===== config.mk =====
export PLATFORM = sky130hd
export DESIGN_NAME = fetch_unit
export DESIGN_NICKNAME = d
export VERILOG_FILES = /design/src/rtl/fetch_unit_pkg.sv /design/src/rtl/fetch_unit.sv
export SDC_FILE = /design/constraint.sdc
export NUM_CORES = 1
export LEC_CHECK = 0
export ABC_AREA = 1
export BUFFER_PORTS_ARGS = -buffer_cell sky130_fd_sc_hd__buf_2
export CELL_PAD_IN_SITES_DETAIL_PLACEMENT = 1
export CELL_PAD_IN_SITES_GLOBAL_PLACEMENT = 1
export CORE_MARGIN = 3
export CORE_UTILIZATION = 33
export CTS_CLUSTER_DIAMETER = 40
export CTS_CLUSTER_SIZE = 28
export DETAILED_ROUTE_END_ITERATION = 6
export GPL_ROUTABILITY_DRIVEN = 0
export HOLD_SLACK_MARGIN = 0.12
export PLACE_DENSITY_LB_ADDON = 0.1
export SLEW_MARGIN = 20
export SYNTH_ARGS = -nofsm -noshare
export SYNTH_HDL_FRONTEND = slang
export SYNTH_SLANG_ARGS = --single-unit

===== constraint.sdc =====
create_clock -name clk -period 1.65 [get_ports clk]
set_input_delay 0 -clock clk [delete_from_list [all_inputs] [get_ports clk]]
set_output_delay 0 -clock clk [all_outputs]
set_load 0.01 [all_outputs]

===== src/rtl/fetch_unit_pkg.sv =====
// Shared definitions for the instruction-fetch stage:
// opcodes, register names, FSM states and IR field positions.
package fetch_unit_pkg;

    // Opcodes (ir[15:11])
    localparam logic [4:0] OP_MOV  = 5'h01;
    localparam logic [4:0] OP_ADD  = 5'h02;
    localparam logic [4:0] OP_LDI  = 5'h03;
    localparam logic [4:0] OP_SUB  = 5'h04;
    localparam logic [4:0] OP_STOP = 5'h1F;

    // Register names
    localparam logic [2:0] R0 = 3'd0;
    localparam logic [2:0] R1 = 3'd1;
    localparam logic [2:0] R2 = 3'd2;
    localparam logic [2:0] R3 = 3'd3;
    localparam logic [2:0] R4 = 3'd4;
    localparam logic [2:0] R5 = 3'd5;
    localparam logic [2:0] R6 = 3'd6;
    localparam logic [2:0] R7 = 3'd7;

    // Fetch FSM states
    typedef enum logic [1:0] {
        FU_IDLE  = 2'd0,
        FU_FETCH = 2'd1,
        FU_EXEC  = 2'd2,
        FU_HALT  = 2'd3
    } fu_state_e;

    // Instruction field bit positions
    localparam int OPC_HI = 15;
    localparam int OPC_LO = 11;
    localparam int RA_HI  = 10;
    localparam int RA_LO  = 8;
    localparam int RB_HI  = 2;
    localparam int RB_LO  = 0;
    localparam int IMM_HI = 7;
    localparam int IMM_LO = 0;

endpackage


===== src/rtl/fetch_unit.sv =====
// Instruction fetch + instruction register stage.
// Owns the PC, latches code_data into ir, waits for exec_done,
// handles jumps and STOP, and counts retired instructions.
// Ports:
//   clk, reset (async, active low), start (run pulse)
//   code_addr -> code memory, code_data <- code memory
//   ir / opcode / ra / rb / inmk : instruction and its fields
//   ir_valid : non-STOP instruction awaiting execution
//   exec_done, jump_en, jump_addr : completion from execute
//   halted, busy, instr_count : status
module fetch_unit
    import fetch_unit_pkg::*;
#(
    parameter logic [7:0]  RESET_PC = 8'h00,
    parameter int unsigned CNT_W    = 16
) (
    input  logic             clk,
    input  logic             reset,
    input  logic             start,
    output logic [7:0]       code_addr,
    input  logic [15:0]      code_data,
    output logic [15:0]      ir,
    output logic [4:0]       opcode,
    output logic [2:0]       ra,
    output logic [2:0]       rb,
    output logic [7:0]       inmk,
    output logic             ir_valid,
    input  logic             exec_done,
    input  logic             jump_en,
    input  logic [7:0]       jump_addr,
    output logic             halted,
    output logic             busy,
    output logic [CNT_W-1:0] instr_count
);

    localparam logic [CNT_W-1:0] CNT_ONE = 1;

    fu_state_e        state_q, state_d;
    logic [7:0]       pc_q, pc_d;
    logic [15:0]      ir_q, ir_d;
    logic [CNT_W-1:0] cnt_q, cnt_d;
    logic             is_stop;

    assign is_stop = (ir_q[OPC_HI:OPC_LO] == OP_STOP);

    always_ff @(posedge clk or negedge reset) begin
        if (!reset) begin
            state_q <= FU_IDLE;
            pc_q    <= RESET_PC;
            ir_q    <= 16'h0000;
            cnt_q   <= '0;
        end else begin
            state_q <= state_d;
            pc_q    <= pc_d;
            ir_q    <= ir_d;
            cnt_q   <= cnt_d;
        end
    end

    always_comb begin
        state_d = state_q;
        pc_d    = pc_q;
        ir_d    = ir_q;
        cnt_d   = cnt_q;
        unique case (state_q)
            FU_IDLE: begin
                if (start) begin
                    pc_d    = RESET_PC;
                    state_d = FU_FETCH;
                end
            end
            FU_FETCH: begin
                ir_d    = code_data;
                pc_d    = pc_q + 8'd1;
                state_d = FU_EXEC;
            end
            FU_EXEC: begin
                // STOP never retires; it parks in HALT
                if (is_stop) begin
                    state_d = FU_HALT;
                end else if (exec_done) begin
                    if (jump_en) begin
                        pc_d = jump_addr;
                    end
                    if (cnt_q != '1) begin
                        cnt_d = cnt_q + CNT_ONE;
                    end
                    state_d = FU_FETCH;
                end
            end
            FU_HALT: begin
                if (start) begin
                    pc_d    = RESET_PC;
                    cnt_d   = '0;
                    state_d = FU_FETCH;
                end
            end
            default: state_d = FU_IDLE;
        endcase
    end

    assign code_addr   = pc_q;
    assign ir          = ir_q;
    assign opcode      = ir_q[OPC_HI:OPC_LO];
    assign ra          = ir_q[RA_HI:RA_LO];
    assign rb          = ir_q[RB_HI:RB_LO];
    assign inmk        = ir_q[IMM_HI:IMM_LO];
    assign ir_valid    = (state_q == FU_EXEC) && !is_stop;
    assign halted      = (state_q == FU_HALT);
    assign busy        = (state_q == FU_FETCH) ||
                         (state_q == FU_EXEC);
    assign instr_count = cnt_q;

endmodule


Yosys cells after proc, flatten, opt, wreduce, memory -nomap -nowiden. Cells that the tools add are included.

Input port bits: 29. Bits in registers: 42. Output and inout bits: 62.

$add $sub $neg: 2. Equality and inequality tests: 12. Reduce and logical (&&, ||, !) cells: 9. Mux-type cells: 14.

Operators by type and width (count): $mux 16 (4); $mux 8 (4); $pmux 16 s2 (1); $pmux 8 s3 (1); $add 16x1->16 const B (1); $ne 16x16->1 const B (1); $ne 2x2->1 const B (5); $add 8x1->8 const B (1); $mux 2 (3); $pmux 2 s3 (1); $eq 5x5->1 const B (1); $reduce_and 5->1 (1); $eq 2x2->1 const B (2); $reduce_and 4->1 (1); $ne 3x3->1 const B (1); $eq 2x1->1 const B (1); $logic_not 2->1 (1); $ne 2x1->1 const B (1); $reduce_and 2->1 (1); $reduce_bool 2->1 (1); $reduce_or 2->1 (1); $logic_and 1x1->1 (1); $logic_not 1->1 (1); $logic_or 1x1->1 (1).

Logic depth before layout (Yosys ltp).
Word-level depth: 5. Mapped depth: 11.

Worst setup path before layout. OpenSTA, ideal clock, no wires.

Path type: reg-to-reg. Start point: register state_q[0]. End point: register cnt_q[4], in the netlist instr_count[4]. Data arrival time: 1490 ps. Stages on the path, launching flop included: 11. Data required time: 1585 ps. Path slack: 95 ps. Path through: dfrtp_1 -> inv_1 -> ha_1 -> inv_2 -> nor2_4 -> nor2_2 -> nand3_2 -> nor2_4 -> buf_8 -> nand3_2 -> nand2_1.

Longest elaborated chain between the ends: 3.

Ends and longest elaborated chain: start: declaration (RTL line fetch_unit.sv:38) `fu_state_e state_q, state_d;`; start signal: assignment (RTL line fetch_unit.sv:53) `state_q <= state_d;`; $eq 2x2->1 (RTL line fetch_unit.sv:65) `unique case (state_q)`; $ne 2x2->1 (no line) / $reduce_bool 2->1 (equally long branches); $reduce_and 5->1 (no line); end signal: assignment (RTL line fetch_unit.sv:56) `cnt_q <= cnt_d;`; end: declaration (RTL line fetch_unit.sv:41) `logic [CNT_W-1:0] cnt_q, cnt_d;`.

Several ways; a longest one is shown, not always the timed one. A chain may end at the register's enable or synchronous reset.

Worst setup path after layout.
Start point: register state_q[1]. End point: register cnt_q[10], in the netlist instr_count[10].

The elaborated chain is that of the path after synthesis.

==> results.cfg <==
[critical_path]
cp_data_required_time_ns = 1.85
path_cells = ha_4 -> buf_4 -> nand3_1 -> nor2_4 -> nor2_4 -> buf_12 -> nand2_2 -> nand2_2 -> nand2_1
crit_path_start_kind = flip-flop
cp.arrival_ns = 1.75
path_max_fanout = 9
critPathMaxStageDelay_ns = 0.45
cp-end-kind = flip-flop
worst-setup-path-type = reg2reg
slowest_stage = dfrtp_2

[clock_tree]
clk_latency_ns = 0.30
clock-sinks = 42
htreeDepth = 2
cts_buffers = 5
cts_tree = built
cts_root_buffer = clkbuf_8
clk_path_buf_depth = 2
path_clk_slew_ns = 0.08

[sta]
worstMarginPinSlew_ns = 0.614
rsz0062_at_grt = true
relSlewSlack_pct = 59.0
finalSetupViolCount = 0
finClkSkew_ns = 0.00321
hold-worst-slack_ns = 0.123
min_period_ns = 1.55
tns_ns = 0
final.setup.worst_slack_ns = 0.0970
hold_violations = 0
drv_slew = 0
fmax_ghz = 0.644
final.period_utilization_pct = 94.1

[layout]
finalInstanceArea_um2 = 3570
diodes = 0
fin_util_pct = 48.3
drive_gt1_share_pct = 40.6
stdcell_count = 525
mostFrequentLayoutCells = buf_2 (90), nand2_1 (77), dfrtp_1 (41)
layout_commonest_cell = buf_2
final_nets = 460
area_growth_pct = 38.6

[run_status]
outcome = completed

[detailed_routing]
drc = 0
wirelength_mm = 7.31
avgViaCountPerCell = 4.66
drt_iter0_markers = 37
post_drt_wl_per_cell_um = 13.9
ant_nets = 0
vias = 2444
drtPass1Iterations = 4

[floorplan]
start_util_pct = 34.8
core_area_um2 = 7410
num_rows = 31
die-width_um = 94.4
die_y_um = 94.4
num_io_pins = 91
die_area_um2 = 8920

[synth]
avgSynthCellArea_um2 = 8.38
syn_inst = 308
synth_nets = 343
synth_seq_cells = 42
synth_area_um2 = 2580
synth_area_leaders = dfrtp_1 (41%), nand2_1 (12%), mux2_2 (6.5%)
yosysWarnings = 0
synth_edf_count = 0
synth_cell_types = 29
seq_area_frac_synth_pct = 40.7
ys_async_sr_fraction_pct = 100
ys.flop_type = dfrtp_1
synth_top_cell_area_share_pct = 40.7
yosysTopAreaCell = dfrtp_1

[placement]
placed_cell_area_um2 = 3140
place_ws_ns = -0.0267
port_buffers = 90
hpwl_mm = 5.56
placedCellCount = 491

[worst_hold_path]
hp-class = in2reg

[global_route]
grt_first_pass_wirelength_mm = 12.2
antenna_found_initial = 0
grt_use_total_pct = 17.5
gr-total-overflow = 0
grt_pass1_vias = 2515
grt_max_degree = 27

[power_and_ir_drop]
total_leakage_power_nw = 1.81
p_per_area_nw_per_um2 = 1660
ir_drop_uv = 720
finalPower_mw = 5.93

[run]
max_cap_violations = 0
==> where the power goes <==
part / leakage [nW] / internal, mW / switching (mW)
clock network: 0.0472 / 0.337 / 0.378
registers: 0.534 / 1.39 / 0.307
logic: 1.22 / 1.62 / 1.89
==> synth_stat cells, types with 6 or more instances <==
cell,instances
xor2_1,7
dfrtp_1,42
ha_1,6
mux2_2,15
a21oi_1,7
nand2_1,82
buf_4,19
nand3_2,9
nor2_1,27
o21ai_0,16
inv_1,23
nand3_1,19
==> metal layers <==
layer  global-route usage [%]  share of wire [%]  routed length [um]
met5                        0                  0                   0
met4                     4.93                1.2                  91
met3                     3.19                3.4                 249
met2                     31.9                 52                3770
met1                     20.9                 44                3190
==> cells by family after synthesis <==
group	count (synthesis)	share of synthesized area, %
fa+ha+maj	6	2.91
mux	15	6.55
compound gates	27	5.63
xor+xnor	8	2.72
buf+inv	49	11.2
simple gates	161	30.3
flops	42	40.7
==> state kept, by name, summed over array words and instances, names as in the netlist <==
register	flops
code_addr	8
instr_count	16
ir	16
state_q	2
==> worst paths after layout <==
check	slack [ns]	start	endpoint	cells after the start
min reg2reg	0.53	ir[8]	ir[8]	1
min in group asynchronous	0.24	reset	ir[10]	2
min	0.12	jump_addr[6]	code_addr[6]	5
max reg2reg	0.1	state_q[1]	instr_count[10]	9
max in group asynchronous	0.82	reset	code_addr[4]	3
max	0.1	state_q[1]	instr_count[10]	9
==> area by class of cell <==
type / count / area, um^2
Fill cell: 925 / 3830
Multi-Input combinational cell: 217 / 1300
Sequential cell: 42 / 1050
Timing Repair Buffer: 135 / 907
Tap cell: 99 / 124
Inverter: 24 / 92.6
Clock buffer: 6 / 82.6
Clock inverter: 2 / 12.5
==> what timing repair did <==
action	in CTS	in global routing
cloned	0	1
hold endpoints to repair	47	0
buffers inserted	0	1
hold buffers	24	0
endpoints found under the setup margin	21	26
pin swaps	0	5
gates resized for setup	1	20
==> critical path, delay by kind of cell (launching register included) <==
kind,cells,cell delay (ns)
and+or+nand+nor,6,0.50
DFF,1,0.45
buffers and inverters,2,0.29
adders and majority gates,1,0.20
(Power assumes the default switching activity.)
